==> src/rtl/seq_scan_pkg.sv <==
// seq_scan_pkg
//   Shared definitions for the programmable serial pattern scanner.
//   - ST_* : controller state encodings (IDLE, ARM, SCAN, DONE)
//   - len_w(): width of a pattern-length field able to hold 0..pat_w
package seq_scan_pkg;

    localparam logic [1:0] ST_IDLE = 2'd0;
    localparam logic [1:0] ST_ARM  = 2'd1;
    localparam logic [1:0] ST_SCAN = 2'd2;
    localparam logic [1:0] ST_DONE = 2'd3;

    function automatic int len_w(input int pat_w);
        return $clog2(pat_w) + 1;
    endfunction

endpackage

==> src/rtl/seq_match_core.sv <==
// seq_match_core
//   History shift register, bits-seen counter and masked pattern compare.
//   Ports:
//     clk, rst_n : clock, asynchronous active-low reset
//     clr        : clear history and bits-seen
//     shift_en   : shift x into the history this cycle
//     x          : serial data bit
//     len        : pattern length (1..PAT_W while scanning)
//     pattern    : pattern, bit 0 = most recent bit
//     hit        : combinational; the bit being shifted in completes a match
//   Build option: SEQ_SCAN_NONOVERLAP_EN clears bits-seen on every match so
//   the next match needs len fresh bits.
module seq_match_core
    import seq_scan_pkg::*;
#(
    parameter int PAT_W = 8,
    parameter int LEN_W = len_w(PAT_W)
) (
    input  logic             clk,
    input  logic             rst_n,
    input  logic             clr,
    input  logic             shift_en,
    input  logic             x,
    input  logic [LEN_W-1:0] len,
    input  logic [PAT_W-1:0] pattern,
    output logic             hit
);

    logic [PAT_W-1:0] hist;
    logic [PAT_W-1:0] hist_nxt;
    logic [PAT_W-1:0] mask;
    logic [LEN_W-1:0] seen;
    logic [LEN_W-1:0] seen_nxt;

    // The truncating cast drops the oldest bit and also works for PAT_W == 1.
    assign hist_nxt = PAT_W'({hist, x});
    assign seen_nxt = (seen < len) ? seen + LEN_W'(1) : seen;

    always_comb begin
        mask = '0;
        for (int i = 0; i < PAT_W; i++) begin
            mask[i] = (i < int'(len));
        end
    end

    // Compare against the post-shift view so the match is flagged in the same
    // cycle the completing bit is accepted.
    assign hit = shift_en && (seen_nxt >= len) &&
                 (((hist_nxt ^ pattern) & mask) == '0);

    always_ff @(posedge clk or negedge rst_n) begin
        if (!rst_n) begin
            hist <= '0;
            seen <= '0;
        end else if (clr) begin
            hist <= '0;
            seen <= '0;
        end else if (shift_en) begin
            hist <= hist_nxt;
`ifdef SEQ_SCAN_NONOVERLAP_EN
            seen <= hit ? '0 : seen_nxt;
`else
            seen <= seen_nxt;
`endif
        end
    end

endmodule

==> src/rtl/seq_scan_ctrl.sv <==
// seq_scan_ctrl
//   Sequences a programmable serial pattern matcher over a window of
//   cfg_window accepted bits and returns the match count.
//   Ports:
//     clk, rst_n          : clock, asynchronous active-low reset
//     start               : begin a scan (IDLE only)
//     cfg_pattern/len/window : scan configuration, latched on start
//     x, x_valid          : serial bit and its qualifier (SCAN only)
//     busy                : controller not idle
//     match               : registered one-cycle pulse per match
//     res_valid/res_ready : result handshake
//     res_count/sat/err   : match count, counter saturated, illegal length
//     dbg_state           : current controller state (ST_* encoding)
//   Build option: SEQ_SCAN_NONOVERLAP_EN selects non-overlapping matching.
//
// Handshake: res_valid is high for the whole of DONE and the result fields are
// frozen there; the transfer happens on an edge where res_valid & res_ready,
// and the controller is IDLE from that edge.
module seq_scan_ctrl
    import seq_scan_pkg::*;
#(
    parameter int PAT_W = 8,
    parameter int WIN_W = 16,
    parameter int CNT_W = 8
) (
    input  logic                     clk,
    input  logic                     rst_n,
    input  logic                     start,
    input  logic [PAT_W-1:0]         cfg_pattern,
    input  logic [len_w(PAT_W)-1:0]  cfg_len,
    input  logic [WIN_W-1:0]         cfg_window,
    input  logic                     x,
    input  logic                     x_valid,
    output logic                     busy,
    output logic                     match,
    output logic                     res_valid,
    input  logic                     res_ready,
    output logic [CNT_W-1:0]         res_count,
    output logic                     res_sat,
    output logic                     res_err,
    output logic [1:0]               dbg_state
);

    localparam int LEN_W = len_w(PAT_W);

    logic [1:0]       state;
    logic [PAT_W-1:0] pat_q;
    logic [LEN_W-1:0] len_q;
    logic [WIN_W-1:0] win_q;
    logic [WIN_W-1:0] win_cnt;
    logic [WIN_W-1:0] win_nxt;
    logic [CNT_W-1:0] cnt_q;
    logic             sat_q;
    logic             err_q;
    logic             match_q;
    logic             accept;
    logic             hit;
    logic             len_bad;

    assign accept  = (state == ST_SCAN) && x_valid;
    assign win_nxt = win_cnt + WIN_W'(1);
    assign len_bad = (cfg_len == '0) || (int'(cfg_len) > PAT_W);

    seq_match_core #(
        .PAT_W (PAT_W),
        .LEN_W (LEN_W)
    ) u_core (
        .clk      (clk),
        .rst_n    (rst_n),
        .clr      (state == ST_ARM),
        .shift_en (accept),
        .x        (x),
        .len      (len_q),
        .pattern  (pat_q),
        .hit      (hit)
    );

    always_ff @(posedge clk or negedge rst_n) begin
        if (!rst_n) begin
            state   <= ST_IDLE;
            pat_q   <= '0;
            len_q   <= '0;
            win_q   <= '0;
            win_cnt <= '0;
            cnt_q   <= '0;
            sat_q   <= 1'b0;
            err_q   <= 1'b0;
            match_q <= 1'b0;
        end else begin
            match_q <= accept && hit;
            case (state)
                ST_IDLE: begin
                    if (start) begin
                        pat_q <= cfg_pattern;
                        len_q <= cfg_len;
                        win_q <= cfg_window;
                        cnt_q <= '0;
                        sat_q <= 1'b0;
                        err_q <= len_bad;
                        // An unusable length skips the scan entirely.
                        state <= len_bad ? ST_DONE : ST_ARM;
                    end
                end
                ST_ARM: begin
                    win_cnt <= '0;
                    cnt_q   <= '0;
                    sat_q   <= 1'b0;
                    state   <= (win_q == '0) ? ST_DONE : ST_SCAN;
                end
                ST_SCAN: begin
                    if (x_valid) begin
                        win_cnt <= win_nxt;
                        if (hit) begin
                            if (cnt_q == {CNT_W{1'b1}}) begin
                                sat_q <= 1'b1;
                            end else begin
                                cnt_q <= cnt_q + CNT_W'(1);
                            end
                        end
                        if (win_nxt == win_q) begin
                            state <= ST_DONE;
                        end
                    end
                end
                ST_DONE: begin
                    if (res_ready) begin
                        state <= ST_IDLE;
                    end
                end
                default: state <= ST_IDLE;
            endcase
        end
    end

    assign busy      = (state != ST_IDLE);
    assign match     = match_q;
    assign res_valid = (state == ST_DONE);
    assign res_count = cnt_q;
    assign res_sat   = sat_q;
    assign res_err   = err_q;
    assign dbg_state = state;

endmodule
==> config.mk <==
export PLATFORM = sky130hd
export DESIGN_NAME = seq_scan_ctrl
export DESIGN_NICKNAME = d
export VERILOG_FILES = /design/src/rtl/seq_scan_pkg.sv /design/src/rtl/seq_match_core.sv /design/src/rtl/seq_scan_ctrl.sv
export SDC_FILE = /design/constraint.sdc
export NUM_CORES = 1
export LEC_CHECK = 0
export BUFFER_PORTS_ARGS = -buffer_cell sky130_fd_sc_hd__buf_2
export CAP_MARGIN = 20
export CORE_ASPECT_RATIO = 0.7
export CORE_MARGIN = 8
export CORE_UTILIZATION = 58
export DETAILED_ROUTE_END_ITERATION = 8
export PLACE_DENSITY = 0.8
export SETUP_SLACK_MARGIN = 0.3
export SYNTH_ARGS = -nofsm -noshare
export SYNTH_HDL_FRONTEND = slang
export SYNTH_SLANG_ARGS = --single-unit
==> constraint.sdc <==
create_clock -name clk -period 4.1 [get_ports clk]
set_clock_uncertainty 0.1 [all_clocks]
set_input_delay 0.82 -clock clk [delete_from_list [all_inputs] [get_ports clk]]
set_output_delay 0.82 -clock clk [all_outputs]
set_load 0.01 [all_outputs]
---- Yosys cells after proc, flatten, opt, wreduce, memory -nomap -nowiden ----
Index checks and enable logic that the tools add are counted.
storage, ports and cells
  latch bits .............................. 0
  memories ................................ 0
  memory bits (read-only) ................. 0
  memory bits (writable) .................. 0
  input port bits ......................... 34
  register bits ........................... 68
cells by class
  shift-type cells ........................ 0
  reductions and logical operators ........ 18
  equality and inequality tests ........... 12
  multiplexer cells ....................... 24
  $add $sub $neg .......................... 3
  order comparisons ....................... 11
  bitwise operators ....................... 2
  $mul .................................... 0
  div/mod/pow operators ................... 0
operators with widths
  cell                     number
  $mux W8                  4
  $pmux W16 S2             1
  $pmux W8 S3              1
  $add A16 B1 Y16 const B  1
  $eq A16 B16 Y1           1
  $logic_not A16 Y1        1
  $lt A3 B4 Y1 const A     4
  $mux W16                 1
  $mux W7                  2
  $mux W4                  3
  $mux W2                  5
  $reduce_and A5 Y1        2
  $add A8 B1 Y8 const B    1
  $and A8 B8 Y8            1
  $eq A8 B8 Y1 const B     1
  $logic_not A8 Y1         1
  $lt A1 B4 Y1 const A     2
  $lt A2 B4 Y1 const A     2
  $ne A2 B2 Y1 const B     4
  $pmux W2 S4              1
  $xor A8 B8 Y8            1
  $ne A2 B1 Y1 const B     3
  $reduce_bool A2 Y1       3
  $mux W1                  5
  other kinds (14)         19

---- Longest topological paths before layout ----
  depth after elaboration ................. 8
  gate-level depth with buffers ........... 15

---- Modules after synthesis ----
A second synthesis with hierarchy kept.
unflattened totals
  cells, all modules ...................... 381
  area, all modules ....................... 3930.0 µm²
by module, submodules not included
  module          cells an instance  times used  area each (µm²)
  seq_scan_ctrl   291                1           3084.2
  seq_match_core  90                 1           845.8

---- Worst setup path before layout ----
OpenSTA, ideal clock, no wires.
  path kind ............................... flip-flop to flip-flop
  start point ............................. register len_q[1]
  end point ............................... register cnt_q[0] (netlist: res_count[0])
  period minus slack after synthesis ...... 3.177 ns
  buffers on the path ..................... 1
  setup time .............................. 0.078 ns
  path slack .............................. 0.923 ns
  arrival ................................. 2.999 ns
  required time ........................... 3.922 ns
  cell stages (with the launch flop) ...... 14
  cells stage by stage .................... dfrtp_1 > inv_1 > ha_1 > a21o_1 > a21o_1 > a21oi_1 > mux2_2 > ha_1 > a211oi_1 > o21bai_1 > nand4_1 > clkbuf_1 > or3_1 > a21oi_1
on the way
  longest elaborated chain between the ends .. 7
  elaborated cells between the ends (all ways) .. 17
ends and longest elaborated chain
  what                                    RTL line              RTL
  start: declaration                      seq_scan_ctrl.sv:48   logic [LEN_W-1:0] len_q;
  start signal: assignment                seq_scan_ctrl.sv:95   len_q <= cfg_len;
  $lt A4 B4 Y1                            seq_match_core.sv:37  assign seen_nxt = (seen < len) ? seen + LEN_W'(1) : seen;
  $mux W4                                 seq_match_core.sv:37
  $ge A4 B4 Y1                            seq_match_core.sv:48  assign hit = shift_en && (seen_nxt >= len) &&
  $logic_and A1 B1 Y1                     seq_match_core.sv:48
  $logic_and A1 B1 Y1 (*)                 seq_match_core.sv:48
  $ne A2 B2 Y1 (no source line) (*)       -
  $reduce_and A5 Y1 (no source line) (*)  -
  end signal: assignment                  seq_scan_ctrl.sv:117  cnt_q <= cnt_q + CNT_W'(1);
  end: declaration                        seq_scan_ctrl.sv:52   logic [CNT_W-1:0] cnt_q;
Mark *: on every way between the ends. The rest lies on a longest branch, timed or not.
A chain may end at the register's enable or synchronous reset.

---- Worst setup path in the final report ----
  start point ............................. register len_q[1]
  end point ............................... register cnt_q[5] (netlist: res_count[5])
The elaborated chain is that of the path after synthesis.

==> impl_metrics.toml <==
[cells_and_area]
fin_util = 0.674
drive_gt1_frac = 0.233
synthToLayoutAreaGrowth_pct = 12.7
final_cell_mix = "dfrtp_1 (68), buf_2 (48), nand2_1 (33)"
fillers = 550
fin_nets = 505
n_antenna_cell = 0
mostFrequentLayoutCell = "dfrtp_1"

[sta]
tightest_slew_ns = 0.943
relSlewSlack = 0.371
setup_ws_ns = 0.552
fmax_mhz = 282
setup_viol = 0
rsz0062_at_grt = "false"
finalHoldViolCount = 0
slew_violations = 0
tns_ns = 0
post-route-period-util = 0.865
finalCriticalPeriod_ns = 3.55

[floorplan]
die_w_um = 116
start_util = 0.598
coreArea_sq_um = 6730
fp-row-count = 25
die_area_sq_um = 9900
die_y_um = 85.7
ioPinCount = 49

[grt]
overflow = 0
grt_max_degree = 44
grt_pass1_vias = 3255
grt_pass1_wl_um = 16000
antenna_found_initial = 0
grt_usage = 0.205

[synth]
synth-edff-count = 0
synth_compound_area_frac = 0.163
synth_fa_ha_area_frac = 0.0466
syn-cell-area_sq_um = 4020
synth_nets = 456
synthFlopType = "dfrtp_1"
async_reset_ff_frac = 1.00
synth_xor_area_frac = 0.0827
synthMuxAreaShare = 0.0812
ys_seq_area_frac = 0.423
avgSynthCellArea_sq_um = 9.89
synth_top_family_by_area = "compound AO/OA/AOI/OAI gates"
syn_inst = 407
yosys_register_bits = 68
synthDistinctLibCells = 57
yosys.area_share.simple = 0.162
synth_warnings = 0

[setup_path]
crit_required_ns = 4.28
crit_type = "register to register"
worst_setup_path_end_kind = "register"
critical_path_arrival_ns = 3.73
startpoint_type = "register"
critPathMaxFanout = 10

[route]
vias = 3435
ant_nets = 0
drt_iter0_drc = 284
viasPerCell = 6.20
routed_wl_um = 9740
routedWlPerCell_um = 17.6
first_pass_iters = 5
drc_errors = 0

[clock_network]
cts_made_buffers = 9
cts_resized = 0
clock_latency_ns = 0.36
hold_buffers = 0
clock-sinks = 68
clock_path_buffers = 2
clock-root-buffer = "clkbuf_8"
h-tree-depth = 3
cts_tree = "done"
clk_pin_slew_ns = 0.08

[pwr]
p_per_area_nw_per_um2 = 613
clockPowerShare = 0.199
power_leakage_nw = 2.04
swShare = 0.398
p_comb_frac = 0.418
p_seq_frac = 0.383
power.switching_mw = 1.11
ir_drop_mv = 0.428
p_int_mw = 1.68

[worst_hold_path]
min_path_type = "register to register"

[placement]
pre_cts_slack_ns = 0.315
portBuffers = 48
hpwl_um = 7020
place_congestion = 0.893

[job]
max_cap_viol_count = 0

[run_status]
status = "completed"
[power by group through the flow]
stage	clock network [mW]	logic, mW	registers, mW
after floorplan	0	0.868	1.01
after global placement	0	1.10	1.06
after detailed placement	0	1.13	1.07
after CTS	0.563	1.15	1.06
after global routing	0.592	1.27	1.09
final	0.554	1.16	1.06
[worst paths after layout]
check                           cells past startpoint  slack (ns)                  from                        to
worst max-delay path                               13        0.55  len_q[1]$_DFFE_PN0P_  res_count[5]$_DFFE_PN0P_
worst min register to register                      2        0.42   res_sat$_DFFE_PN0P_       res_sat$_DFFE_PN0P_
worst max register to register                     13        0.55  len_q[1]$_DFFE_PN0P_  res_count[5]$_DFFE_PN0P_
worst min-delay path                                2        0.42   res_sat$_DFFE_PN0P_       res_sat$_DFFE_PN0P_
max in group asynchronous                           2        2.62                 rst_n  dbg_state[0]$_DFFE_PN0P_
min in group asynchronous                           1        0.50                 rst_n     win_q[15]$_DFFE_PN0P_
[kinds of logic after synthesis]
family                   after synthesis
flip-flops                            68
adder cells (fa/ha/maj)               15
AND/OR/NAND/NOR                      120
XOR/XNOR                              38
buffers and inverters                 35
multiplexers                          29
AO/OA/AOI/OAI                        102
[cell usage after synthesis (2+ instances only)]
library cell / count / area, sq um
dfrtp_1: 68 / 1700
buf_4: 3 / 22.5
nand2b_1: 4 / 25.0
clkbuf_1: 11 / 41.3
o2111ai_1: 2 / 17.5
nand4_1: 5 / 31.3
o211ai_1: 4 / 30.0
a211oi_1: 4 / 30.0
nor3_1: 2 / 10.0
nand2_1: 33 / 124
a21o_1: 2 / 15.0
a2111oi_0: 3 / 26.3
inv_1: 15 / 56.3
mux2_2: 29 / 327
buf_6: 3 / 33.8
o211a_1: 2 / 20.0
nand3_2: 2 / 20.0
and4_1: 2 / 17.5
xnor2_1: 28 / 245
nor2_1: 15 / 56.3
o21ai_0: 27 / 135
nand3_1: 18 / 90.1
o31ai_1: 10 / 75.1
and3_1: 10 / 62.6
xor2_1: 10 / 87.6
nor4b_1: 2 / 17.5
a21oi_1: 26 / 130
a31oi_1: 5 / 31.3
o41ai_1: 6 / 52.6
ha_1: 15 / 188
nor4_1: 6 / 37.5
or4_1: 7 / 52.6
and2_1: 4 / 25.0
[registers in the layout, summed over array words and instances, names as in the netlist]
| register | cells |
|---|---|
| pat_q | 8 |
| win_q | 16 |
| u_core.hist | 7 |
| len_q | 4 |
| win_cnt | 16 |
| u_core.seen | 4 |
| res_count | 8 |
| match | 1 |
| dbg_state | 2 |
| res_err | 1 |
| res_sat | 1 |
[critical path, cell delays in order (launching register included)]
cell      delay (ns)
dfrtp_1         0.40
inv_1           0.10
ha_1            0.30
a21o_1          0.16
a21o_1          0.23
a21oi_1         0.33
mux2_2          0.41
ha_1            0.28
a211oi_1        0.06
o21bai_1        0.15
nand4_1         0.10
buf_4           0.19
or4_1           0.50
a21oi_1         0.15
[area by class of cell]
class / count / area [sq um] / share of cell area
clock buffer: 11 / 141 / 0.0312
clock inverter: 4 / 50.0 / 0.0110
inverter: 15 / 56.3 / 0.0124
multi-input combinational: 304 / 2150 / 0.475
sequential: 68 / 1700 / 0.375
tap: 94 / 118 / 0.0259
timing repair buffer: 58 / 315 / 0.0695
[what timing repair did]
item,4_1_cts,5_1_grt
buffers inserted,4,0
hold endpoints to repair,0,0
setup endpoints to repair,5,0
[through the flow]
stage,hold slack [ns],cells,area (sq um),power [mW]
after floorplan,0.366,407,4020,1.88
after global placement,0.360,535,4310,2.16
after detailed placement,0.397,535,4310,2.20
after CTS,0.417,554,4530,2.77
after global routing,0.448,554,4530,2.96
final,0.416,554,4530,2.78
[metal layers]
metal | global-route usage | vias up | routed length [um]
li1 | - | 1599 | -
met1 | 0.282 | 1678 | 4480
met2 | 0.305 | 147 | 4320
met3 | 0.0561 | 11 | 830
met4 | 0.0653 | 0 | 104
met5 | 0 | - | 0
No activity file was read; power rests on OpenSTA's default activity.
